<file path="config.mk">
export PLATFORM = sky130hd
export DESIGN_NAME = button_debounce_toggle_flat
export DESIGN_NICKNAME = d
export VERILOG_FILES = /design/src/rtl/button_debounce_toggle_pkg.sv /design/src/rtl/button_debounce_toggle_if.sv /design/src/rtl/button_debounce_toggle_ch.sv /design/src/rtl/button_debounce_toggle.sv /design/src/flat_wrapper.sv
export SDC_FILE = /design/constraint.sdc
export NUM_CORES = 1
export LEC_CHECK = 0
export ABC_CLOCK_PERIOD_IN_PS = 3440
export BUFFER_PORTS_ARGS = -buffer_cell sky130_fd_sc_hd__buf_2
export CORE_ASPECT_RATIO = 1.5
export CORE_MARGIN = 5
export CORE_UTILIZATION = 40
export CTS_CLUSTER_SIZE = 14
export DETAILED_ROUTE_END_ITERATION = 16
export GPL_TIMING_DRIVEN = 1
export PLACE_DENSITY = 0.63
export SYNTH_ARGS = -nofsm -noshare
export SYNTH_HDL_FRONTEND = slang
export SYNTH_SLANG_ARGS = --single-unit
export TNS_END_PERCENT = 5
</file>
<file path="constraint.sdc">
create_clock -name hwclk -period 3.44 [get_ports hwclk]
set_input_delay 0.516 -clock hwclk [delete_from_list [all_inputs] [get_ports hwclk]]
set_output_delay 0.516 -clock hwclk [all_outputs]
set_load 0.02 [all_outputs]
</file>
<file path="src/rtl/button_debounce_toggle_pkg.sv">
// Shared constants and types for the multi-channel button debouncer.
// The default window is 10 ms of the 12 MHz board clock.
package btn_pkg;
  localparam int CLK_HZ            = 12_000_000;
  localparam int DB_MS_DEFAULT     = 10;
  localparam int DB_CYCLES_DEFAULT = CLK_HZ / 1000 * DB_MS_DEFAULT;

  localparam bit MODE_TOGGLE = 1'b1;
  localparam bit MODE_LEVEL  = 1'b0;

  typedef struct packed {
    logic level;
    logic press;
    logic rel;
    logic led;
  } ch_out_t;

  function automatic int cnt_width(input int cycles);
    return (cycles < 2) ? 1 : $clog2(cycles);
  endfunction
endpackage

</file>
<file path="src/rtl/button_debounce_toggle_if.sv">
// Button bundle: raw active-low inputs in, debounced level/strobes/LED out.
interface button_debounce_toggle_if #(parameter int N_CH = 4) ();
  logic [N_CH-1:0] btn_n;
  logic [N_CH-1:0] btn_level;
  logic [N_CH-1:0] press_pulse;
  logic [N_CH-1:0] release_pulse;
  logic [N_CH-1:0] led;

  modport master (output btn_n, input btn_level, press_pulse, release_pulse, led);
  modport slave  (input btn_n, output btn_level, press_pulse, release_pulse, led);
endinterface

</file>
<file path="src/rtl/button_debounce_toggle_ch.sv">
// One debounce channel: 2-flop synchroniser, stability counter, stable level,
// registered press/release strobes and LED drive.
module debounce_ch
  import btn_pkg::*;
#(
  parameter int DB_CYCLES = DB_CYCLES_DEFAULT,
  parameter bit TOGGLE    = MODE_TOGGLE
) (
  input  logic    hwclk,
  input  logic    rst,
  input  logic    btn_n_i,
  output ch_out_t out_o
);
  localparam int             CW      = cnt_width(DB_CYCLES);
  localparam logic [CW-1:0]  CNT_MAX = CW'(DB_CYCLES - 1);

  logic [1:0]    sync_q;
  logic          raw;
  logic [CW-1:0] cnt_q, cnt_d;
  logic          stable_q, stable_d;
  logic          press_q, press_d;
  logic          rel_q, rel_d;
  logic          led_q, led_d;

  assign raw = ~sync_q[1];

  always_ff @(posedge hwclk or posedge rst) begin
    if (rst) begin
      sync_q   <= 2'b11;
      cnt_q    <= '0;
      stable_q <= 1'b0;
      press_q  <= 1'b0;
      rel_q    <= 1'b0;
      led_q    <= 1'b0;
    end else begin
      sync_q   <= {sync_q[0], btn_n_i};
      cnt_q    <= cnt_d;
      stable_q <= stable_d;
      press_q  <= press_d;
      rel_q    <= rel_d;
      led_q    <= led_d;
    end
  end

  // Any sample matching the stable level restarts the window from zero.
  always_comb begin
    cnt_d    = '0;
    stable_d = stable_q;
    if (raw != stable_q) begin
      if (cnt_q == CNT_MAX) stable_d = raw;
      else                  cnt_d    = cnt_q + 1'b1;
    end
    press_d = ~stable_q & stable_d;
    rel_d   = stable_q & ~stable_d;
    led_d   = TOGGLE ? (led_q ^ press_d) : stable_d;
  end

  assign out_o = '{level: stable_q, press: press_q, rel: rel_q, led: led_q};
endmodule

</file>
<file path="src/rtl/button_debounce_toggle.sv">
// N_CH independent button debouncers on the 12 MHz board clock; buttons are
// only ever sampled as data, never used as clocks.
module button_debounce_toggle
  import btn_pkg::*;
#(
  parameter int N_CH      = 4,
  parameter int DB_CYCLES = DB_CYCLES_DEFAULT,
  parameter bit TOGGLE    = MODE_TOGGLE
) (
  input  logic                     hwclk,
  input  logic                     rst,
  button_debounce_toggle_if.slave  bus
);
  ch_out_t [N_CH-1:0] ch_o;

  for (genvar i = 0; i < N_CH; i++) begin : g_ch
    debounce_ch #(
      .DB_CYCLES (DB_CYCLES),
      .TOGGLE    (TOGGLE)
    ) u_ch (
      .hwclk   (hwclk),
      .rst     (rst),
      .btn_n_i (bus.btn_n[i]),
      .out_o   (ch_o[i])
    );

    assign bus.btn_level[i]     = ch_o[i].level;
    assign bus.press_pulse[i]   = ch_o[i].press;
    assign bus.release_pulse[i] = ch_o[i].rel;
    assign bus.led[i]           = ch_o[i].led;
  end
endmodule

</file>
<file path="src/flat_wrapper.sv">
// flat-port wrapper written by rule: the top's interface ports become plain ports
module button_debounce_toggle_flat import btn_pkg::*;
#(
  parameter int N_CH      = 4,
  parameter int DB_CYCLES = DB_CYCLES_DEFAULT,
  parameter bit TOGGLE    = MODE_TOGGLE
)
  (hwclk, rst, bus_btn_n, bus_btn_level, bus_press_pulse, bus_release_pulse, bus_led);
  button_debounce_toggle_if #(.N_CH(N_CH)) bus_i ();
  input  logic hwclk;
  input  logic rst;
  input wire logic [$bits(bus_i.btn_n)-1:0] bus_btn_n;
  output wire logic [$bits(bus_i.btn_level)-1:0] bus_btn_level;
  output wire logic [$bits(bus_i.press_pulse)-1:0] bus_press_pulse;
  output wire logic [$bits(bus_i.release_pulse)-1:0] bus_release_pulse;
  output wire logic [$bits(bus_i.led)-1:0] bus_led;
  assign bus_i.btn_n = bus_btn_n;
  assign bus_btn_level = bus_i.btn_level;
  assign bus_press_pulse = bus_i.press_pulse;
  assign bus_release_pulse = bus_i.release_pulse;
  assign bus_led = bus_i.led;
  button_debounce_toggle #(.N_CH(N_CH), .DB_CYCLES(DB_CYCLES), .TOGGLE(TOGGLE)) u_core (.hwclk(hwclk), .rst(rst), .bus(bus_i));
endmodule
</file>
* Yosys cells after proc, flatten, opt, wreduce, memory -nomap -nowiden
Cells that the tools add are included. W data, S select, Z words.
Operators by class: bitwise operators 24, add/sub/neg operators 4, muxes and demuxes 16, equal/unequal tests 8
Operators with widths (number):
- $mux W17 | 8
- $add A17 B1 Y17 const B | 4
- $eq A17 B17 Y1 const B | 4
- $not A1 Y1 | 12
- $and A1 B1 Y1 | 8
- $mux W1 | 8
- $ne A1 B1 Y1 | 4
- $xor A1 B1 Y1 | 4
Word-level totals: output and inout port bits 16, bits in registers 92

* Logic depth before layout (Yosys ltp)
Gate-level depths: netlist (run 1).
word-level depth 5, mapped depth 7, gate-level depth less buffers 5

* Cells and area by module
A second synthesis (run 1) with hierarchy kept.
Second synthesis, totals: cell total of the unflattened synthesis 424, area total of the unflattened synthesis 4399.2 sq um
Modules (own cells, without submodules):
- debounce_ch | instances 4, sequential area each 578.1 sq um, cells each 106, area an instance 1099.8 sq um

* Least setup slack after synthesis (run 1)
Ideal clock, no wire load.
kind reg-to-reg, from register u_core.g_ch[0].u_ch.cnt_q[0], to register u_core.g_ch[0].u_ch.cnt_q[10], data required time 3319 ps, setup time 121 ps, stages on the path, launching flop included 8, arrival time 1756 ps, path buffers 2, path slack 1563 ps, period minus slack after synthesis 1877 ps, path through dfrtp_1 ha_1 and4_1 clkbuf_1 nand4_1 o21ai_1 buf_2 nor2_1
On the way: cells in the longest elaborated chain, start to end 3, elaborated cells on any way between the ends 4, classes of those cells 1 x add/sub; 1 x eq/ne; 2 x mux
RTL lines:
- start, declared | line button_debounce_toggle_ch.sv:19 | logic [CW-1:0] cnt_q, cnt_d;
- start signal, assigned | line button_debounce_toggle_ch.sv:37 | cnt_q <= cnt_d;
- $add A17 B1 Y17 / $eq A17 B17 Y1 (equally long branches) | line button_debounce_toggle_ch.sv:51, button_debounce_toggle_ch.sv:50
- $mux W17 * | line button_debounce_toggle_ch.sv:50 | if (cnt_q == CNT_MAX) stable_d = raw;
- $mux W17 * | line button_debounce_toggle_ch.sv:49 | if (raw != stable_q) begin
- net u_core.g_ch[0].u_ch.cnt_d[10] | line button_debounce_toggle_ch.sv:19
The timed path passes the listed nets; every way through them passes the cells marked *.

* Final worst setup path (run 1)
from register u_core.g_ch[0].u_ch.cnt_q[0], to register u_core.g_ch[0].u_ch.cnt_q[14]
The elaborated chain is that of the path after synthesis.

==> impl_metrics.toml, run 1 <==
[clock_network]
cts_root_buffer = "clkbuf_16"
cts_buffer_depth = 2
cts-resized-gates = 0
cts_setup_buffers = 0
clkLatencyLatePin_ns = 0.35
cts.sinks = 92
clkTransAtPathRegs_ns = 0.07
cts_tree = "done"
cts.hold.buffers_added = 0
cts-htree-levels = 3
cts_buffers = 9

[placed_design]
place.gp.congestion = 0.8176
dp.cells = 567
dpl.hpwl_um = 5347
port_buffers = 21

[global_route]
grt_max_degree = 48
grt_pass1_vias = 3009
grt_usage_pct = 13.08
grt_remaining_overflow = 0
grt_pass1_wl_um = 13830
antenna_found_initial = 0

[worst_hold_path]
min_to = "u_core.g_ch[3].u_ch.sync_q[0]"
whs_path_depth = 1
worstHoldPathType = "in2reg"
hold_start = "bus_btn_n[3]"

[sta]
fin_skew_ns = 0.007885
final_max_slew_viol_count = 0
post-route-period-util_pct = 67.83
rsz0062_at_grt = "false"
setup_viol = 0
relSlewSlack_pct = 46.51
finalHoldViolations = 0
hold_ws_ns = 0.2667
post-route-min-period_ns = 2.333
tightest_slew_ns = 0.8014
setup_tns_ns = 0
fmax_mhz = 428.6

[synth]
ys.flop_type = "dfrtp_1"
yosysUniqueCellTypes = 44
postSynthCellCount = 424
ys_seq_elements = 92
syn_avg_cell_area_um2 = 10.31
synth_edf_count = 0
syn_nets = 434
ys_seq_area_share_pct = 52.91
yosysWarnings = 0
syn_area_um2 = 4370
synthArstFlopShare_pct = 100.0

[setup_path]
critical_path_required_ns = 3.68
timing.rr.end = "u_core.g_ch[0].u_ch.cnt_q[14]"
r2r_slack_ns = 1.11
cp-end-kind = "flop"
crit_type = "reg2reg"
critical_path.max_fanout = 9
r2r_start = "u_core.g_ch[0].u_ch.cnt_q[0]"
start_kind = "flop"
arrival_ns = 2.57
reg2reg_depth = 6

[pwr]
p_per_area_nw_per_um2 = 454.4
ir_drop_v = 0.0002338
totalPowerFinal_w = 0.002196
leakage_nw = 1.985

[layout]
multi_input_area_um2 = 1868
layoutNonFillerInstCount = 583
area_delta_synth_final_pct = 10.56
fillers = 980
seqCellArea_um2 = 2312
fin_util_pct = 45.38
layout.nets = 444
layout-drive-gt1-share_pct = 13.21
final_cell_mix = "dfrtp_1, nor2_1, xnor2_1"
layout_commonest_cell = "dfrtp_1"
antenna_cells = 0

[routing]
routed_via_density = 5.202
ant_nets = 0
drt-total-wl_um = 7920
avgRoutedWirePerCell_um = 13.58
drc = 0
drtIter0Drc = 120
dr.pass1.iters = 4
vias = 3033

[floorplan]
core_area_um2 = 10650
start_util_pct = 41.05
ios = 22
die_x_um = 95.35
die_y_um = 138.0
dieArea_um2 = 13160
fp-row-count = 46

[run]
drv_cap = 0

[run_status]
status = "complete, no violations"
-- cells by family after synthesis --
group	synth area share (%)
flip-flops	52.91
multiplexers	0.4867
XOR/XNOR	12.42
buffers and inverters	4.352
AO/OA/AOI/OAI	1.775
adder cells (fa/ha/maj)	1.145
AND/OR/NAND/NOR	26.91
-- critical path: stages (launching register included) --
cell     delay (ns)
dfrtp_1        0.42
ha_1           0.23
and4_1         0.34
nand4_1        0.24
o21ai_1        0.56
buf_4          0.27
o21ba_2        0.16
-- registers in the layout (all words and copies together) (netlist names) --
name and count:
u_core.g_ch.u_ch.cnt_q 68, u_core.g_ch.u_ch.led_q 4, u_core.g_ch.u_ch.press_q 4, u_core.g_ch.u_ch.rel_q 4, u_core.g_ch.u_ch.stable_q 4, u_core.g_ch.u_ch.sync_q 8
-- area by class of cell --
cell class / count / share of cell area [%]
Clock buffer: 9 / 4.661
Clock inverter: 7 / 1.709
Sequential cell: 92 / 47.85
Multi-Input combinational cell: 300 / 38.66
Inverter: 8 / 0.6473
Timing Repair Buffer: 23 / 2.745
Tap cell: 144 / 3.729
-- worst max-delay path by stage --
stage                                 startpoint                       endpoint  slack (ns)  cells past startpoint
floorplan                                    rst   u_core.g_ch[0].u_ch.cnt_q[0]        0.55                      1
global placement    u_core.g_ch[0].u_ch.cnt_q[0]  u_core.g_ch[0].u_ch.cnt_q[14]        1.25                      6
detailed placement  u_core.g_ch[0].u_ch.cnt_q[0]  u_core.g_ch[0].u_ch.cnt_q[14]        1.16                      6
CTS                 u_core.g_ch[0].u_ch.cnt_q[0]  u_core.g_ch[0].u_ch.cnt_q[14]        1.12                      6
global route        u_core.g_ch[0].u_ch.cnt_q[0]  u_core.g_ch[0].u_ch.cnt_q[14]        0.93                      6
finish              u_core.g_ch[0].u_ch.cnt_q[0]  u_core.g_ch[0].u_ch.cnt_q[14]        1.11                      6
-- Yosys cell counts, types with 3 or more instances --
master / number / share of area (%)
or3_1: 3 / 0.43
nand3_1: 20 / 2.3
inv_1: 8 / 0.69
dfrtp_1: 84 / 48
xor2_1: 22 / 4.4
xnor2_1: 40 / 8.0
clkbuf_1: 5 / 0.43
nor3_1: 20 / 2.3
nand2_1: 27 / 2.3
nor4b_1: 4 / 0.80
buf_4: 16 / 2.7
a21oi_1: 3 / 0.34
nor4bb_1: 3 / 0.69
nor4_1: 16 / 2.3
nand4_1: 25 / 3.6
dfstp_2: 8 / 4.8
and3_1: 3 / 0.43
and4_1: 9 / 1.8
ha_1: 4 / 1.1
o21ai_0: 5 / 0.57
nor2_1: 70 / 6.0
-- where the power goes --
| group | leakage [nW] | internal [W] | switching [W] |
|---|---|---|---|
| combinational | 0.593 | 0.0000192 | 0.0000457 |
| clock | 0.145 | 0.000574 | 0.000437 |
| sequential | 1.25 | 0.00110 | 0.0000176 |
-- layer usage --
metal	GRT usage, %	routed length, µm	part of all wire, %	vias up
met5	0	0	0	-
met4	5.856	115	1.5	0
met3	3.746	266	3.4	8
met2	20.86	3966	50	41
met1	16.22	3572	45	1497
li1	-	-	-	1487
-- per-stage QoR --
step | instance area (µm²) | setup slack [ns]
finish | 4832 | 1.107
global route | 4832 | 0.9252
CTS | 4832 | 1.125
detailed placement | 4524 | 1.162
global placement | 4524 | 1.246
floorplan | 4370 | 0.5453
Power figures use the tool's default switching activity.
==> inputs of run 2 (changes only) <==
--- a/config.mk
+++ b/config.mk
@@ -5,7 +5,7 @@
 export SDC_FILE = /design/constraint.sdc
 export NUM_CORES = 1
 export LEC_CHECK = 0
-export ABC_CLOCK_PERIOD_IN_PS = 3440
+export ABC_CLOCK_PERIOD_IN_PS = 2380
 export BUFFER_PORTS_ARGS = -buffer_cell sky130_fd_sc_hd__buf_2
 export CORE_ASPECT_RATIO = 1.5
 export CORE_MARGIN = 5
==> constraint.sdc (replaced) <==
create_clock -name hwclk -period 2.38 [get_ports hwclk]
set_input_delay 0.357 -clock hwclk [delete_from_list [all_inputs] [get_ports hwclk]]
set_output_delay 0.357 -clock hwclk [all_outputs]
set_load 0.02 [all_outputs]
==> run 2 against run 1 <==
- global-route usage is 0.15 points lower
- total power is 48% higher
- sequential cell count stayed put
- final area is 0.88% higher
- fmax is 17% higher
- register-to-register slack worse by 0.71 ns
- routed wire length is 1.4% lower
- sequential power is 45% higher
- critical path depth stayed put
- clock skew is 0.0031 ns lower
==> impl_metrics.toml, run 2 (synthesis results as in run 1) <==
[run_status]
status = "complete, no violations"

[setup_path]
critical_path.max_fanout = 7
critical_path_required_ns = 2.61
cp-end-kind = "flop"
critPathBufInv = 1
worst_path_max_delay_cell = "dfrtp_1"
reg2reg_depth = 6
critPathLaunch = "u_core.g_ch[0].u_ch.cnt_q[0]"
cp.depth = 6
r2r_start = "u_core.g_ch[0].u_ch.cnt_q[0]"
start_kind = "flop"
r2r_slack_ns = 0.39
path_delay_family = "simple AND/OR/NAND/NOR gates"
crit_type = "reg2reg"
path_cells = "ha_1 > and4_1 > nand4_1 > o21ai_1 > buf_4 > nor2_1"
timing.rr.end = "u_core.g_ch[0].u_ch.cnt_q[4]"
max_stage_delay_ns = 0.42
arrival_ns = 2.21

[sta]
final_max_slew_viol_count = 0
relSlewSlack_pct = 47.49
rsz0062_at_grt = "false"
setup_tns_ns = 0
fmax_mhz = 503.4
finalHoldViolations = 0
post-route-period-util_pct = 83.47
fin_skew_ns = 0.004812
post-route-min-period_ns = 1.987
setup_viol = 0
tightest_slew_ns = 0.7860

[clock_network]
cts_setup_buffers = 0
cts_root_buffer = "clkbuf_16"
clkLatencyLatePin_ns = 0.34
cts-htree-levels = 3
cts_buffer_depth = 2
cts-resized-gates = 0
cts_tree = "done"
cts.hold.buffers_added = 0
cts_buffers = 9
cts.sinks = 92
clkTransAtPathRegs_ns = 0.06

[routing]
drtIter0Drc = 144
dr.pass1.iters = 4
drc = 0
drt-total-wl_um = 7809
ant_nets = 0
avgRoutedWirePerCell_um = 13.35
routed_via_density = 5.169
vias = 3024

[layout]
final_cell_mix = "dfrtp_1, nor2_1, xnor2_1"
regMostFlops = "u_core.g_ch.u_ch.cnt_q"
layout.nets = 446
fillers = 1003
layout_commonest_cell = "dfrtp_1"
antenna_cells = 0
reg_top3 = "u_core.g_ch.u_ch.cnt_q (68), u_core.g_ch.u_ch.sync_q (8)"
layout-drive-gt1-share_pct = 13.15
area_delta_synth_final_pct = 11.54
largest_reg_flops = 68
fin_util_pct = 45.78

[global_route]
grt_max_degree = 36
grt_use_met1_pct = 16.15
antenna_found_initial = 0
grt_pass1_wl_um = 13690
top_usage_layer = "met2"
grt_use_met2_pct = 20.49
grt_pass1_vias = 3001
grt_util_met3_pct = 3.529
grt_usage_pct = 12.93
grt_remaining_overflow = 0

[floorplan]
die_x_um = 95.35
core_area_um2 = 10650
die_y_um = 138.0
fp-row-count = 46
start_util_pct = 41.05
dieArea_um2 = 13160
ios = 22

[placed_design]
dpl.hpwl_um = 5481
place.gp.congestion = 0.8825
port_buffers = 21

[pwr]
p_per_area_nw_per_um2 = 664.6
p_int_w = 0.002575
combPwrFrac_pct = 3.1
p_seq_share_pct = 49.9
clock_power_share_pct = 47.0
p_sw_share_pct = 20.52
leakage_nw = 2.008
ir_drop_v = 0.0003188
p_switching_w = 0.0006648

[worst_hold_path]
worstHoldPathType = "in2reg"
whs_path_depth = 1
hold_start = "bus_btn_n[1]"
min_to = "u_core.g_ch[1].u_ch.sync_q[0]"

[run]
drv_cap = 0
-- run 2: cell count changes in the layout (fill, tap and decap cells not counted) --
| cell | change |
|---|---|
| inv_6 | -2 |
| inv_8 | -1 |
| buf_4 | +1 |
| clkbuf_8 | +1 |
| bufinv_16 | +1 |
| clkinvlp_4 | -1 |
| buf_12 | +1 |
| clkbuf_1 | +2 |
-- run 2: cell type report --
type	instances	area, µm²	share of cell area, %
clock buffer	12	246.5	5.056
clock inverter	4	73.82	1.514
inverter	8	33.78	0.6930
multi-input combinational	300	1868	38.32
sequential	92	2312	47.43
tap	144	180.2	3.696
timing repair buffer	25	160.2	3.285
-- run 2: how the worst max path moves through the flow --
stage | endpoint | slack (ns)
after detailed placement | u_core.g_ch[0].u_ch.cnt_q[12] | 0.40
final | u_core.g_ch[0].u_ch.cnt_q[4] | 0.39
after floorplan | u_core.g_ch[0].u_ch.cnt_q[10] | 0.50
after global placement | u_core.g_ch[0].u_ch.cnt_q[12] | 0.49
after global routing | u_core.g_ch[0].u_ch.cnt_q[4] | 0.22
after CTS | u_core.g_ch[0].u_ch.cnt_q[4] | 0.39
-- run 2: power groups by stage --
stage	Sequential, W	Clock [W]	Combinational (W)
after floorplan	0.00164	0	0.0000722
after global placement	0.00165	0	0.000104
after detailed placement	0.00165	0	0.000104
after CTS	0.00162	0.00157	0.000105
after global routing	0.00162	0.00164	0.000119
final	0.00162	0.00152	0.000100
-- run 2: through the flow --
step                      std cells  power [W]  setup slack [ns]  hold WS [ns]  instance area [µm²]
after floorplan                 424   0.001713            0.5027        0.3452                 4374
after global placement          569   0.001749            0.4905        0.3455                 4554
after detailed placement        569   0.001750            0.4000        0.3469                 4554
after CTS                       585   0.003289            0.3871        0.1015                 4875
after global routing            585   0.003376            0.2168        0.1003                 4875
final                           585   0.003240            0.3935        0.1148                 4875
-- run 2: per-layer routing --
layer / up-vias / part of all wire, %
met5: - / 0
met4: 0 / 2.2
met3: 11 / 3.1
met2: 53 / 49
met1: 1471 / 45
li1: 1489 / -
-- run 2: worst register-to-register path: cells and delay by family (launching register included) --
kind / cells / cell delay, ns
and+or+nand+nor: 3 / 0.63
adders and majority gates: 1 / 0.22
AOI/OAI and AO/OA: 1 / 0.39
DFF: 1 / 0.42
buffers and inverters: 1 / 0.22
==> inputs of run 3 (changes only) <==
--- a/config.mk
+++ b/config.mk
@@ -5,7 +5,7 @@
 export SDC_FILE = /design/constraint.sdc
 export NUM_CORES = 1
 export LEC_CHECK = 0
-export ABC_CLOCK_PERIOD_IN_PS = 2380
+export ABC_CLOCK_PERIOD_IN_PS = 1780
 export BUFFER_PORTS_ARGS = -buffer_cell sky130_fd_sc_hd__buf_2
 export CORE_ASPECT_RATIO = 1.5
 export CORE_MARGIN = 5
@@ -13,7 +13,7 @@
 export CTS_CLUSTER_SIZE = 14
 export DETAILED_ROUTE_END_ITERATION = 16
 export GPL_TIMING_DRIVEN = 1
-export PLACE_DENSITY = 0.63
+export PLACE_DENSITY = 0.65
 export SYNTH_ARGS = -nofsm -noshare
 export SYNTH_HDL_FRONTEND = slang
 export SYNTH_SLANG_ARGS = --single-unit
==> constraint.sdc (replaced) <==
create_clock -name hwclk -period 1.78 [get_ports hwclk]
set_input_delay 0.267 -clock hwclk [delete_from_list [all_inputs] [get_ports hwclk]]
set_output_delay 0.267 -clock hwclk [all_outputs]
set_load 0.02 [all_outputs]
==> run 3 against run 2 <==
- the flow now finishes with violations (negative setup slack)
- non-clock buffer count is 31 higher
- global-route usage is 0.53 points higher
- worst hold slack worse by 0.086 ns
- setup slack worse by 0.40 ns
- sequential cell count stayed put
- register-to-register slack worse by 0.40 ns
- sequential power is 33% higher
- clock-buffer cell count is 2 lower
- largest power group unchanged
==> impl_metrics.toml, run 3 (synthesis results as in run 1) <==
[layout]
fillers = 1003
layout.nets = 477
layout-drive-gt1-share_pct = 20.97
final_cell_mix = "dfrtp_1, nor2_1, xnor2_1"
largest_reg_flops = 68
antenna_cells = 0
regMostFlops = "u_core.g_ch.u_ch.cnt_q"
reg_top3 = "u_core.g_ch.u_ch.cnt_q (68), u_core.g_ch.u_ch.sync_q (8)"
multi_input_area_um2 = 1921
seqCellArea_um2 = 2313
area_delta_synth_final_pct = 17.64
fin_util_pct = 48.28
finalInstanceArea_um2 = 5141
layout_commonest_cell = "dfrtp_1"

[pwr]
ir_drop_v = 0.0005256
p_per_area_nw_per_um2 = 837.9
totalPowerFinal_w = 0.004308
leakage_nw = 2.171

[routing]
wl_met3_um = 207
drt-met1-wl_um = 3416
drtIter0Drc = 125
ant_nets = 0
avgRoutedWirePerCell_um = 13.48
drt-total-wl_um = 8303
drc = 0
wl_met2_um = 4487
vias = 3147
dr.pass1.iters = 4
routed_via_density = 5.109
routed.top_layer = "met4"

[sta]
post-route-period-util_pct = 100.2
relSlewSlack_pct = 68.72
fmax_mhz = 560.7
final_max_slew_viol_count = 0
setup_viol = 1
fin_ws_ns = -0.003603
setup_tns_ns = -0.003603
rsz0062_at_grt = "true"
post-route-min-period_ns = 1.784
fin_skew_ns = 0.01063
finalHoldViolations = 0
hold_ws_ns = 0.02880
tightest_slew_ns = 0.4659

[global_route]
grt_max_degree = 93
antenna_found_initial = 0
grt_pass1_vias = 3197
grt_pass1_wl_um = 14480
grt_usage_pct = 13.46
grt_remaining_overflow = 0

[run]
drv_cap = 0

[worst_hold_path]
worstHoldPathType = "in2reg"

[floorplan]
ios = 22
start_util_pct = 41.05
core_area_um2 = 10650
die_x_um = 95.35
die_y_um = 138.0
dieArea_um2 = 13160
fp-row-count = 46

[clock_network]
cts_setup_buffers = 0
cts_tree = "done"
cts_buffer_depth = 2
cts_root_buffer = "clkbuf_16"
clkLatencyLatePin_ns = 0.34
cts.sinks = 92
clkTransAtPathRegs_ns = 0.07
cts_buffers = 9
cts-htree-levels = 3
cts.hold.buffers_added = 0

[run_status]
status = "finished, violations left"
violations = "negative setup slack"

[setup_path]
critical_path_required_ns = 2.05
critical_path.max_fanout = 4
arrival_ns = 2.05
crit_type = "reg2reg"
start_kind = "flop"
cp-end-kind = "flop"

[placed_design]
place.gp.congestion = 0.8525
dpl_cell_area_um2 = 4775
port_buffers = 21
dpl.hpwl_um = 5719
==> run 3: cell types whose count changed in the layout (fill, tap and decap cells not counted), moves of 2 or more <==
cell | previous run | this run
clkinv_2 | 1 | 4
buf_4 | 2 | 33
nor4_1 | 16 | 14
nor4_2 | 0 | 2
==> run 3: routing by layer <==
metal | vias up | global-route usage (%)
met5 | - | 0
met4 | 0 | 6.236
met3 | 16 | 2.009
met2 | 37 | 23.26
met1 | 1545 | 16.06
li1 | 1549 | -
==> run 3: final timing paths <==
check	from	to	slack [ns]	cells past startpoint
max in group asynchronous	rst	u_core.g_ch[3].u_ch.sync_q[0]	1.33	3
worst min-delay path	bus_btn_n[3]	u_core.g_ch[3].u_ch.sync_q[0]	0.03	1
worst max-delay path	u_core.g_ch[2].u_ch.cnt_q[6]	u_core.g_ch[2].u_ch.led_q	-0.004	4
min in group asynchronous	rst	u_core.g_ch[0].u_ch.cnt_q[6]	0.07	3
worst max register to register	u_core.g_ch[2].u_ch.cnt_q[6]	u_core.g_ch[2].u_ch.led_q	-0.004	4
worst min register to register	u_core.g_ch[0].u_ch.sync_q[0]	u_core.g_ch[0].u_ch.sync_q[1]	0.36	0
==> run 3: where the power goes <==
| group | total [W] | internal [W] | switching, W | leakage (nW) |
|---|---|---|---|---|
| Clock | 0.00199 | 0.00122 | 0.000771 | 0.156 |
| Sequential | 0.00216 | 0.00213 | 0.0000285 | 1.25 |
| Combinational | 0.000158 | 0.0000571 | 0.000101 | 0.769 |
==> run 3: critical path, stage by stage (launching register included) <==
cell	delay [ns]
dfrtp_1	0.38
or4b_4	0.54
or4_4	0.49
nor3_2	0.15
xor2_1	0.15
==> run 3: area by class of cell <==
cell class	instances	area share, %
clock inverters	6	1.558
flip-flops and latches	92	45.00
well taps	144	3.505
inverters	8	0.6571
repair buffers	56	7.471
clock buffers	10	4.454
multi-input cells	300	37.36
==> run 3: repair_timing <==
item / CTS / global route
pin swaps: 1 / 4
setup endpoints to repair: 18 / 54
resized for setup: 1 / 11
endpoints found under the hold margin: 0 / 0
==> run 3: per-stage QoR <==
stage | instances | setup slack [ns]
2_1_floorplan | 424 | -0.09733
3_3_place_gp | 600 | -0.02513
3_5_place_dp | 600 | -0.06336
4_1_cts | 616 | -0.007518
5_1_grt | 616 | -0.03978
6_report | 616 | -0.003603
